===== src/rtl/acc_predecoder_multi.sv =====
`default_nettype none
// ============================================================================
// acc_predecoder_multi : table-driven offload predecoder with per-accelerator
//                        in-flight credit tracking and response register
// Revision: 1.0
// ============================================================================
module acc_predecoder_multi #(
  parameter int NumAcc         = 4,
  parameter int NumEntries     = 8,
  parameter int MaxOutstanding = 4,
  parameter int WbW            = 2,
  parameter int NumRs          = 3,
  localparam int AccIdW        = (NumAcc > 1) ? $clog2(NumAcc) : 1,
  localparam int IdxW          = (NumEntries > 1) ? $clog2(NumEntries) : 1,
  localparam int CntW          = $clog2(MaxOutstanding + 1)
) (
  input  logic              clk_i,
  input  logic              rst_ni,
  input  logic              q_valid_i,
  output logic              q_ready_o,
  input  logic [31:0]       q_instr_data_i,
  output logic              p_valid_o,
  input  logic              p_ready_i,
  output logic              p_accept_o,
  output logic [WbW-1:0]    p_writeback_o,
  output logic [NumRs-1:0]  p_use_rs_o,
  output logic [AccIdW-1:0] p_acc_id_o,
  input  logic              cmpl_valid_i,
  input  logic [AccIdW-1:0] cmpl_acc_i,
  input  logic              cfg_we_i,
  input  logic [IdxW-1:0]   cfg_idx_i,
  input  logic [31:0]       cfg_data_i,
  input  logic [31:0]       cfg_mask_i,
  input  logic              cfg_accept_i,
  input  logic [WbW-1:0]    cfg_writeback_i,
  input  logic [NumRs-1:0]  cfg_use_rs_i,
  input  logic [AccIdW-1:0] cfg_acc_i,
  input  logic              cfg_clear_i,
  output logic [NumAcc-1:0] busy_o,
  output logic              cnt_err_o
);

  // Match table
  logic [NumEntries-1:0] valid_q, valid_d;
  logic [31:0]           data_q   [NumEntries];
  logic [31:0]           data_d   [NumEntries];
  logic [31:0]           mask_q   [NumEntries];
  logic [31:0]           mask_d   [NumEntries];
  logic                  accept_q [NumEntries];
  logic                  accept_d [NumEntries];
  logic [WbW-1:0]        wb_q     [NumEntries];
  logic [WbW-1:0]        wb_d     [NumEntries];
  logic [NumRs-1:0]      rs_q     [NumEntries];
  logic [NumRs-1:0]      rs_d     [NumEntries];
  logic [AccIdW-1:0]     acc_q    [NumEntries];
  logic [AccIdW-1:0]     acc_d    [NumEntries];

  // Credit counters
  logic [CntW-1:0]       cnt_q [NumAcc];
  logic [CntW-1:0]       cnt_d [NumAcc];
  logic                  cnt_err_q, cnt_err_d;

  // Response register
  logic                  p_valid_q, p_valid_d;
  logic                  p_accept_q, p_accept_d;
  logic [WbW-1:0]        p_wb_q, p_wb_d;
  logic [NumRs-1:0]      p_rs_q, p_rs_d;
  logic [AccIdW-1:0]     p_id_q, p_id_d;

  logic                  hit;
  logic [IdxW-1:0]       win_idx;
  logic                  win_accept;
  logic [AccIdW-1:0]     win_acc;
  logic [CntW-1:0]       win_cnt;
  logic                  stall;
  logic                  fire;

  // Descending scan so the lowest-index hit is the last assignment standing.
  always_comb begin
    hit     = 1'b0;
    win_idx = '0;
    for (int e = NumEntries - 1; e >= 0; e--) begin
      if (valid_q[e] && ((q_instr_data_i & mask_q[e]) == (data_q[e] & mask_q[e]))) begin
        hit     = 1'b1;
        win_idx = IdxW'(e);
      end
    end
  end

  assign win_accept = hit && accept_q[win_idx];
  assign win_acc    = hit ? acc_q[win_idx] : '0;

  // Out-of-range accelerator ids see a zero count and therefore never stall.
  always_comb begin
    win_cnt = '0;
    for (int a = 0; a < NumAcc; a++) begin
      if (win_acc == AccIdW'(a)) begin
        win_cnt = cnt_q[a];
      end
    end
  end

  assign stall     = win_accept && (win_cnt == CntW'(MaxOutstanding));
  assign q_ready_o = (!p_valid_q || p_ready_i) && !stall;
  assign fire      = q_valid_i && q_ready_o;

  always_comb begin
    p_valid_d  = p_valid_q;
    p_accept_d = p_accept_q;
    p_wb_d     = p_wb_q;
    p_rs_d     = p_rs_q;
    p_id_d     = p_id_q;
    if (fire) begin
      p_valid_d  = 1'b1;
      p_accept_d = win_accept;
      p_wb_d     = win_accept ? wb_q[win_idx] : '0;
      p_rs_d     = win_accept ? rs_q[win_idx] : '0;
      p_id_d     = win_acc;
    end else if (p_ready_i) begin
      p_valid_d  = 1'b0;
    end
  end

  always_comb begin
    cnt_err_d = cnt_err_q;
    for (int a = 0; a < NumAcc; a++) begin
      logic inc;
      logic dec;
      inc      = fire && win_accept && (win_acc == AccIdW'(a));
      dec      = cmpl_valid_i && (cmpl_acc_i == AccIdW'(a));
      cnt_d[a] = cnt_q[a];
      if (inc && !dec) begin
        cnt_d[a] = cnt_q[a] + CntW'(1);
      end else if (dec && !inc) begin
        if (cnt_q[a] == '0) begin
          cnt_err_d = 1'b1;
        end else begin
          cnt_d[a] = cnt_q[a] - CntW'(1);
        end
      end
    end
  end

  // Table writes land at the edge, so a same-cycle lookup sees the old entry.
  always_comb begin
    valid_d = valid_q;
    for (int e = 0; e < NumEntries; e++) begin
      data_d[e]   = data_q[e];
      mask_d[e]   = mask_q[e];
      accept_d[e] = accept_q[e];
      wb_d[e]     = wb_q[e];
      rs_d[e]     = rs_q[e];
      acc_d[e]    = acc_q[e];
    end
    if (cfg_clear_i) begin
      valid_d = '0;
    end else if (cfg_we_i && (int'(cfg_idx_i) < NumEntries)) begin
      valid_d[cfg_idx_i]  = 1'b1;
      data_d[cfg_idx_i]   = cfg_data_i;
      mask_d[cfg_idx_i]   = cfg_mask_i;
      accept_d[cfg_idx_i] = cfg_accept_i;
      wb_d[cfg_idx_i]     = cfg_writeback_i;
      rs_d[cfg_idx_i]     = cfg_use_rs_i;
      acc_d[cfg_idx_i]    = cfg_acc_i;
    end
  end

  always_ff @(posedge clk_i or negedge rst_ni) begin
    if (!rst_ni) begin
      valid_q    <= '0;
      cnt_err_q  <= 1'b0;
      p_valid_q  <= 1'b0;
      p_accept_q <= 1'b0;
      p_wb_q     <= '0;
      p_rs_q     <= '0;
      p_id_q     <= '0;
      for (int e = 0; e < NumEntries; e++) begin
        data_q[e]   <= '0;
        mask_q[e]   <= '0;
        accept_q[e] <= 1'b0;
        wb_q[e]     <= '0;
        rs_q[e]     <= '0;
        acc_q[e]    <= '0;
      end
      for (int a = 0; a < NumAcc; a++) begin
        cnt_q[a] <= '0;
      end
    end else begin
      valid_q    <= valid_d;
      cnt_err_q  <= cnt_err_d;
      p_valid_q  <= p_valid_d;
      p_accept_q <= p_accept_d;
      p_wb_q     <= p_wb_d;
      p_rs_q     <= p_rs_d;
      p_id_q     <= p_id_d;
      for (int e = 0; e < NumEntries; e++) begin
        data_q[e]   <= data_d[e];
        mask_q[e]   <= mask_d[e];
        accept_q[e] <= accept_d[e];
        wb_q[e]     <= wb_d[e];
        rs_q[e]     <= rs_d[e];
        acc_q[e]    <= acc_d[e];
      end
      for (int a = 0; a < NumAcc; a++) begin
        cnt_q[a] <= cnt_d[a];
      end
    end
  end

  generate
    for (genvar a = 0; a < NumAcc; a++) begin : g_busy
      assign busy_o[a] = (cnt_q[a] != '0);
    end
  endgenerate

  assign p_valid_o     = p_valid_q;
  assign p_accept_o    = p_accept_q;
  assign p_writeback_o = p_wb_q;
  assign p_use_rs_o    = p_rs_q;
  assign p_acc_id_o    = p_id_q;
  assign cnt_err_o     = cnt_err_q;

endmodule

`default_nettype wire


===== config.mk =====
export PLATFORM = sky130hd
export DESIGN_NAME = acc_predecoder_multi
export DESIGN_NICKNAME = d
export VERILOG_FILES = /design/src/rtl/acc_predecoder_multi.sv
export SDC_FILE = /design/constraint.sdc
export NUM_CORES = 1
export LEC_CHECK = 0
export ABC_AREA = 1
export CORE_ASPECT_RATIO = 0.8
export CORE_MARGIN = 1.5
export CORE_UTILIZATION = 55
export DETAILED_ROUTE_END_ITERATION = 7
export PLACE_DENSITY = 0.76
export SLEW_MARGIN = 30
export SYNTH_ARGS = -nofsm -noshare
export SYNTH_HDL_FRONTEND = slang
export SYNTH_SLANG_ARGS = --single-unit

===== constraint.sdc =====
create_clock -name clk_i -period 3.5 [get_ports clk_i]
set_input_delay 0.35 -clock clk_i [delete_from_list [all_inputs] [get_ports clk_i]]
set_output_delay 0.35 -clock clk_i [all_outputs]
set_load 0.01 [all_outputs]

==> metrics.log, run 1 <==
INFO  metric fin_nets = 4197
INFO  metric netlist_area = 28500 µm²
INFO  metric final.setup.worst_slack = -0.632 ns
INFO  metric n_fill_cell = 3891
INFO  metric synth_warnings = 0
INFO  metric violations = negative setup slack
INFO  metric detail-route-antenna-nets = 0
INFO  metric numCtsBuffers = 59
INFO  metric cts.htree.levels = 2
INFO  metric totalWireLength = 95.1 mm
INFO  metric finalSetupViolations = 19
INFO  metric numPortBuffers = 130
INFO  metric postSynthRegisterBits = just over 600
INFO  metric syn-instance-count = 3519
INFO  metric grt_first_pass_wirelength = 146 mm
INFO  metric worstPathRequired = between 4 and 5 ns
INFO  metric most_frequent_cells_in_the_layout = sky130_fd_sc_hd__nand2_1 (990), sky130_fd_sc_hd__o21ai_0 (687), sky130_fd_sc_hd__dfrtp_1 (606), sky130_fd_sc_hd__buf_4 (489), sky130_fd_sc_hd__inv_1 (278)
INFO  metric finalHoldWorstSlack = 0.318 ns
INFO  metric seq_area_frac_synth = 0.532
INFO  metric yosys-top-cells-area = sky130_fd_sc_hd__dfrtp_1 (53%), sky130_fd_sc_hd__nand2_1 (13%), sky130_fd_sc_hd__o21ai_0 (12%)
INFO  metric drt-pass1-iter-count = 6
INFO  metric tritoncts = done
INFO  metric synth_fp_nets = 3647
INFO  metric count_of_cell_types_in_the_netlist = 52
INFO  metric fp-row-count = 74
INFO  metric initial_core_util = 0.558
INFO  metric detailedRoute.firstIterationViolations = 3499
INFO  metric die_area = 53200 µm²
INFO  metric total_power = 0.0222 W
INFO  metric start_kind = flip-flop
INFO  metric post_route_cells_drive_above_1_share = 0.190
INFO  metric num_vias = 27100
INFO  metric setup.worst_path.class = reg -> reg
INFO  metric gr-total-overflow = 0
INFO  metric number_of_maximum_capacitance_violations = 0
INFO  metric ff_latch_area = 15200 µm²
INFO  metric rsz0062_at_grt = true
INFO  metric remaining_design_rule_violation_count = 0
INFO  metric pre_cts_ws = -1.42 ns
INFO  metric placed_area = around 34000 µm²
INFO  metric grt_max_degree = 146
INFO  metric dpl.hpwl = about 67 mm
INFO  metric grt_pass1_vias = 25000
INFO  metric cts_num_sinks = 606
INFO  metric vias_cell = 5.64
INFO  metric yosys_most_used_dff = sky130_fd_sc_hd__dfrtp_1
INFO  metric clock_network_latency_to_the_later_pin_of_the_worst_skew_pair = 0.63 ns
INFO  metric r2r_slack = -0.63 ns
INFO  metric globalRouteTotalUtil = 0.358
INFO  metric syn2layout_area_growth = 29.2%
INFO  metric floorplan.core_area = 51100 µm²
INFO  metric min_path_type = in -> reg
INFO  metric crit_path_max_fanout = 6
INFO  metric post-route-period-util = 1.18
INFO  metric clock-root-buffer = sky130_fd_sc_hd__clkbuf_16
INFO  metric final_hold_viol_count = 0
INFO  metric worstSetupEndpointType = flip-flop
INFO  metric wl_per_cell = 19.8 µm
INFO  metric leakagePower = 18.1 nW
INFO  metric worstPathArrival = 4.64 ns
INFO  metric antenna_found_initial = 0
INFO  metric diodes = 0
INFO  metric finalWorstPathRequiredPeriod = just over 4 ns
INFO  metric max_clock_freq = 0.242 GHz
INFO  metric maxSlewHeadroom = 0.493
INFO  metric postSynth.asyncResetShare = 1.00
INFO  metric ir_worst_vdd = 0.396 mV
INFO  metric pin_count = 131
INFO  metric die_w = 258 µm
INFO  metric ctsLongestPathBuffers = 3
INFO  metric synth_edf_count = 0
INFO  metric fp.dieH = 207 µm
INFO  metric yosysTopAreaCell = sky130_fd_sc_hd__dfrtp_1
INFO  metric average_footprint_of_a_synthesized_cell = 8.10 µm²
INFO  metric skew = roughly 0.017 ns
INFO  metric finalInstanceArea = about 37000 µm²
INFO  metric final_common_cell = sky130_fd_sc_hd__nand2_1
INFO  metric netlist.area_leader.share = 0.532
INFO  metric power_density = approximately 600 nW/µm²
INFO  metric placer_s_final_routability_congestion_estimate = about 1.1
INFO  metric worstMarginPinSlew = 0.760 ns
INFO  metric clk_pin_slew_worst_paths = 0.07 ns
INFO  metric multiInputGateArea = roughly 12000 µm²
INFO  metric status = finished with violations
INFO  metric final-max-slew-violation-count = 0
## cell usage after synthesis (all sizes together) (2+ instances only)
cell     instances
nor3b            7
o311ai           5
dfrtp          606
nor3            35
o2111ai          3
inv            298
fa               4
nand2         1013
clkbuf         116
o21a             3
o22ai            2
nand4           39
a21o            18
nand3          176
ha               8
a21boi          18
nor4            11
xor2             9
nor2           207
or2             41
nand3b          14
a21oi           89
buf             50
o21ai          725
a31oi            3
a32oi            5
and2             2
xnor2            7
## through the flow
| step | std cells | setup TNS, ns | utilization |
|---|---|---|---|
| 4_1_cts | 4795 | -5.17 | 0.715 |
| 3_5_place_dp | 4667 | -21.72 | 0.666 |
| 2_1_floorplan | 3519 | -0.264 | - |
| 5_1_grt | 4802 | -10.55 | 0.721 |
| 6_report | 4802 | -6.80 | 0.721 |
| 3_3_place_gp | 4667 | -21.21 | 0.666 |
## per-layer routing
layer  share of wire  vias to the layer above  wire length [µm]  track usage
met5               0                        -                 0      0.00896
met4           0.036                        0              3380        0.125
met3            0.11                      224             10100       0.0759
met2            0.44                     1293             41400        0.537
met1            0.42                    13000             40200        0.518
li1                -                    12600                 -            -
## flip-flops by register name, summed over array words and instances, names as in the netlist, 8 cells and up
| signal | count |
|---|---|
| accept_q | 8 |
| rs_q | 24 |
| cnt_q | 12 |
| data_q | 256 |
| acc_q | 16 |
| mask_q | 256 |
| wb_q | 16 |
| valid_q | 8 |
## path summary, 6_finish.rpt
kind | start | to | cells past startpoint
setup / recovery | data_q[130]$_DFFE_PN0P_ | cnt_q[5]$_DFFE_PN0P_ | 26
hold / removal | cfg_mask_i[14] | mask_q[78]$_DFFE_PN0P_ | 3
setup reg to reg | data_q[130]$_DFFE_PN0P_ | cnt_q[5]$_DFFE_PN0P_ | 26
hold reg to reg | p_accept_o$_DFFE_PN0P_ | p_accept_o$_DFFE_PN0P_ | 2
max in group asynchronous | rst_ni | data_q[222]$_DFFE_PN0P_ | 3
min in group asynchronous | rst_ni | mask_q[106]$_DFFE_PN0P_ | 2
## layout make-up
class                           count  area share
Timing Repair Buffer              654       0.152
Sequential cell                   606       0.412
Tap cell                          684      0.0232
Clock buffer                       86      0.0472
Multi-Input combinational cell   2450       0.325
Clock inverter                     24     0.00968
Inverter                          298      0.0308
## power breakdown
group          switching, W  internal [W]  total [W]
Combinational       0.00334       0.00264    0.00598
Clock               0.00283       0.00405    0.00688
Sequential         0.000914       0.00847    0.00938
## what timing repair did
item | 4_1_cts | 5_1_grt
setup endpoints to repair | 14 | 20
endpoints found under the hold margin | 66 | 0
buffers inserted | 16 | 9
cloned | 1 | 0
hold buffers | 1 | 0
pin swaps | 32 | 41
gates resized for setup | 71 | 57
## kinds of logic (layout without fill, tap and decap cells)
kind of cell | after synthesis | after routing | synth area share
XOR/XNOR | 16 | 16 | 0.00492
buffers and inverters | 464 | 1062 | 0.0670
flip-flops | 606 | 606 | 0.532
adder cells (fa/ha/maj) | 12 | 12 | 0.00632
AND/OR/NAND/NOR | 1547 | 1548 | 0.230
AO/OA/AOI/OAI | 874 | 874 | 0.160
## critical path, cell delays in order (launching register included)
cell and delay (ns):
sky130_fd_sc_hd__dfrtp_1 0.32, sky130_fd_sc_hd__inv_1 0.06, sky130_fd_sc_hd__o21ai_0 0.36, sky130_fd_sc_hd__nand3b_1 0.19, sky130_fd_sc_hd__nor3_1 0.25, sky130_fd_sc_hd__buf_4 0.18, sky130_fd_sc_hd__nand3_1 0.12, sky130_fd_sc_hd__nand2_1 0.14
sky130_fd_sc_hd__inv_2 0.06, sky130_fd_sc_hd__a21oi_4 0.16, sky130_fd_sc_hd__buf_12 0.14, sky130_fd_sc_hd__nand3_1 0.11, sky130_fd_sc_hd__nand3_2 0.10, sky130_fd_sc_hd__nand2_4 0.09, sky130_fd_sc_hd__nor2_2 0.13, sky130_fd_sc_hd__nand2_1 0.07
sky130_fd_sc_hd__nand3_2 0.06, sky130_fd_sc_hd__nand2_2 0.05, sky130_fd_sc_hd__nand2_2 0.09, sky130_fd_sc_hd__nand4_4 0.16, sky130_fd_sc_hd__nor3_2 0.20, sky130_fd_sc_hd__ha_2 0.22, sky130_fd_sc_hd__inv_2 0.06, sky130_fd_sc_hd__fa_2 0.37
sky130_fd_sc_hd__xnor2_2 0.13, sky130_fd_sc_hd__nand2_1 0.08, sky130_fd_sc_hd__xnor2_1 0.12
(Power assumes the default switching activity.)
==> run 2, diff against run 1 <==
Settings changed: CORE_MARGIN 1.5 to 8.
==> run 2 against run 1 <==
Clock skew up 0.013 ns. Utilization fell by 0.33 points. Sequential share of layout area up 0.19 points. The flow still finishes with violations (negative setup slack). Combinational power fell by 2%. Final cell count decreased by 0.69%. Sequential power about the same. Via count fell by 0.71%. Routed wire length down 0.22%. Setup slack improved by 0.017 ns. Power is 0.93% lower.
==> metrics.log, run 2 (synthesis gave the netlist of run 1 again) <==
INFO  metric detail-route-antenna-nets = 0 (unchanged)
INFO  metric placer_s_final_routability_congestion_estimate = 1.09 (+3.7%)
INFO  metric power.share.switching = 0.317 (-0.00145)
INFO  metric final-max-slew-violation-count = 0 (unchanged)
INFO  metric worstPathArrival = 4.61 ns (-0.03 ns)
INFO  metric ctsLongestPathBuffers = 3 (unchanged)
INFO  metric post-route-period-util = 1.18 (-0.00484)
INFO  metric finalInstanceArea = 36700 µm² (-0.46%)
INFO  metric diodes = 0 (unchanged)
INFO  metric syn2layout_area_growth = 28.6%
INFO  metric worstMarginPinSlew = 0.907 ns (+0.147 ns)
INFO  metric numPortBuffers = 130 (unchanged)
INFO  metric grt_first_pass_wirelength = 148 mm (+1.5%)
INFO  metric dpl.hpwl = 67.2 mm (+0.39%)
INFO  metric clock_network_latency_to_the_later_pin_of_the_worst_skew_pair = 0.64 ns (about the same)
INFO  metric timing.critical_path.slowest_cell_delay = 0.68 ns (+0.31 ns)
INFO  metric placed_area = 34000 µm² (-0.18%)
INFO  metric power.internal = 0.0150 W (-0.72%)
INFO  metric skew = 0.0304 ns (+0.0133 ns)
INFO  metric switching_power = 0.00699 W (-1.4%)
INFO  metric cts_num_sinks = 606 (unchanged)
INFO  metric grt_max_degree = 146 (unchanged)
INFO  metric worstPathRequired = 4.00 ns (about the same)
INFO  metric min_path_type = in -> reg
INFO  metric final.setup.worst_slack = -0.615 ns (+0.0170 ns)
INFO  metric critical-path-top-cell-by-count = sky130_fd_sc_hd__inv_1
INFO  metric fp.dieH = 220 µm (+6.3%)
INFO  metric post_route_cells_drive_above_1_share = 0.187 (-0.00312)
INFO  metric clk_pin_slew_worst_paths = 0.07 ns (about the same)
INFO  metric tritoncts = done
INFO  metric die_area = 59400 µm² (+12%)
INFO  metric pin_count = 131 (unchanged)
INFO  metric vias_cell = 5.64 (about the same)
INFO  metric initial_core_util = 0.558 (unchanged)
INFO  metric timing.critical_path.slowest_stage_cell = sky130_fd_sc_hd__clkdlybuf4s50_1
INFO  metric final_common_cell = sky130_fd_sc_hd__nand2_1
INFO  metric floorplan.core_area = 51100 µm² (unchanged)
INFO  metric violations = negative setup slack
INFO  metric numCtsBuffers = 57 (-3.4%)
INFO  metric total_power = 0.0220 W (-0.93%)
INFO  metric drt-pass1-iter-count = 8 (+2)
INFO  metric final_hold_viol_count = 0 (unchanged)
INFO  metric instances_no_fill = 4769 (-0.69%)
INFO  metric status = finished with violations
INFO  metric detailedRoute.firstIterationViolations = 3476 (-0.66%)
INFO  metric wl_per_cell = 19.9 µm (+0.47%)
INFO  metric number_of_maximum_capacitance_violations = 0 (unchanged)
INFO  metric leakagePower = 18.0 nW (-0.68%)
INFO  metric p_comb_frac = 0.266 (-0.003)
INFO  metric worstSetupEndpointType = flip-flop
INFO  metric num_vias = 26900 (-0.71%)
INFO  metric setup.worst_path.class = in -> reg
INFO  metric layout_top_registers = data_q (256), mask_q (256), rs_q (24)
INFO  metric cts.htree.levels = 2 (unchanged)
INFO  metric p_clk_frac = 0.308 (about the same)
INFO  metric ir_worst_vdd = 0.444 mV (+12%)
INFO  metric max_clock_freq = 0.243 GHz (+0.41%)
INFO  metric placed_cells = 4641 (-0.56%)
INFO  metric power_density = 601 nW/µm² (-0.48%)
INFO  metric start_kind = input pin
INFO  metric totalWireLength = 94.9 mm (-0.22%)
INFO  metric remaining_design_rule_violation_count = 0 (unchanged)
INFO  metric antenna_found_initial = 3 (+3)
INFO  metric globalRouteTotalUtil = 0.317 (-0.0414)
INFO  metric most_frequent_cells_in_the_layout = sky130_fd_sc_hd__nand2_1 (985), sky130_fd_sc_hd__o21ai_0 (684), sky130_fd_sc_hd__dfrtp_1 (606), sky130_fd_sc_hd__buf_4 (450), sky130_fd_sc_hd__inv_1 (278)
INFO  metric crit_path_max_fanout = 10 (+4)
INFO  metric finalHoldWorstSlack = 0.314 ns (-0.00428 ns)
INFO  metric die_w = 271 µm (+5.0%)
INFO  metric grt_pass1_vias = 25600 (+2.3%)
INFO  metric maxSlewHeadroom = 0.395 (-0.0981)
INFO  metric rsz0062_at_grt = true
INFO  metric finalWorstPathRequiredPeriod = 4.11 ns (-0.0170 ns)
INFO  metric fin_nets = 4164 (-0.79%)
INFO  metric gr-total-overflow = 0 (unchanged)
INFO  metric clock-root-buffer = sky130_fd_sc_hd__clkbuf_16
INFO  metric finalSetupViolations = 20 (+1)
INFO  metric power.sequential.fraction = 0.426 (+0.004)
INFO  metric fp-row-count = 74 (unchanged)
run 2: cell count changes in the layout (fill, tap and decap cells not counted), moves of 5 or more:
| cell | previous run | this run |
|---|---|---|
| sky130_fd_sc_hd__buf_4 | 489 | 450 |
| sky130_fd_sc_hd__clkbuf_8 | 12 | 18 |
| sky130_fd_sc_hd__clkinv_2 | 4 | 9 |
| sky130_fd_sc_hd__clkbuf_1 | 13 | 8 |
| sky130_fd_sc_hd__clkdlybuf4s50_1 | 119 | 125 |
| sky130_fd_sc_hd__nand2_1 | 990 | 985 |
| sky130_fd_sc_hd__buf_12 | 25 | 34 |
run 2: what timing repair did:
item | CTS | global route
pin swaps | 25 | 22
buffers inserted | 11 | 7
hold buffers | 1 | 0
gates cloned | 1 | 0
endpoints found under the setup margin | 14 | 23
resized for setup | 75 | 47
endpoints found under the hold margin | 77 | 0
run 2: worst max-delay path, delay by kind of cell:
kind | cells | cell delay (ns)
simple gates | 17 | 1.58
buf+inv | 9 | 1.57
compound gates | 3 | 0.91
fa+ha+maj | 1 | 0.18
run 2: worst paths after layout:
kind,start,endpoint,slack (ns),depth (start not counted)
worst min-delay path,cfg_data_i[24],data_q[152]$_DFFE_PN0P_,0.31,3
min in group asynchronous,rst_ni,data_q[15]$_DFFE_PN0P_,0.40,2
worst max register to register,data_q[19]$_DFFE_PN0P_,cnt_err_o$_DFF_PN0_,-0.58,31
worst min register to register,p_accept_o$_DFFE_PN0P_,p_accept_o$_DFFE_PN0P_,0.47,2
worst max-delay path,q_instr_data_i[28],cnt_err_o$_DFF_PN0_,-0.61,30
max in group asynchronous,rst_ni,p_writeback_o[1]$_DFFE_PN0P_,2.14,3
run 2: metrics by stage:
step                      utilization  setup TNS (ns)  setup slack (ns)
after detailed placement        0.665          -20.15             -1.39
after floorplan                     -          -0.264            -0.115
final                           0.717           -6.38            -0.615
after CTS                       0.713           -5.17            -0.529
after global routing            0.717          -10.55            -0.891
after global placement          0.665          -18.44             -1.27
run 2: power by group through the flow:
stage | sequential (W) | clock (W) | combinational (W)
3_3_place_gp | 0.00939 | 0 | 0.00534
6_report | 0.00939 | 0.00679 | 0.00586
4_1_cts | 0.00935 | 0.00685 | 0.00564
2_1_floorplan | 0.00923 | 0 | 0.00275
3_5_place_dp | 0.00943 | 0 | 0.00549
5_1_grt | 0.00956 | 0.00712 | 0.00643
run 2: routing by layer:
layer / track usage / wire [µm] / up-vias / part of all wire
met5: 0 / 24 / - / 0.00025
met4: 0.111 / 3490 / 4 / 0.037
met3: 0.0788 / 10100 / 228 / 0.11
met2: 0.478 / 41500 / 1271 / 0.44
met1: 0.445 / 39700 / 12900 / 0.42
li1: - / - / 12500 / -
run 2: final cells by class:
| type | instances | area, µm² |
|---|---|---|
| Inverter | 298 | 1130 |
| Clock inverter | 23 | 318 |
| Sequential cell | 606 | 15200 |
| Clock buffer | 85 | 1750 |
| Tap cell | 684 | 856 |
| Multi-Input combinational cell | 2450 | 12000 |
| Fill cell | 3852 | 14400 |
| Timing Repair Buffer | 623 | 5460 |
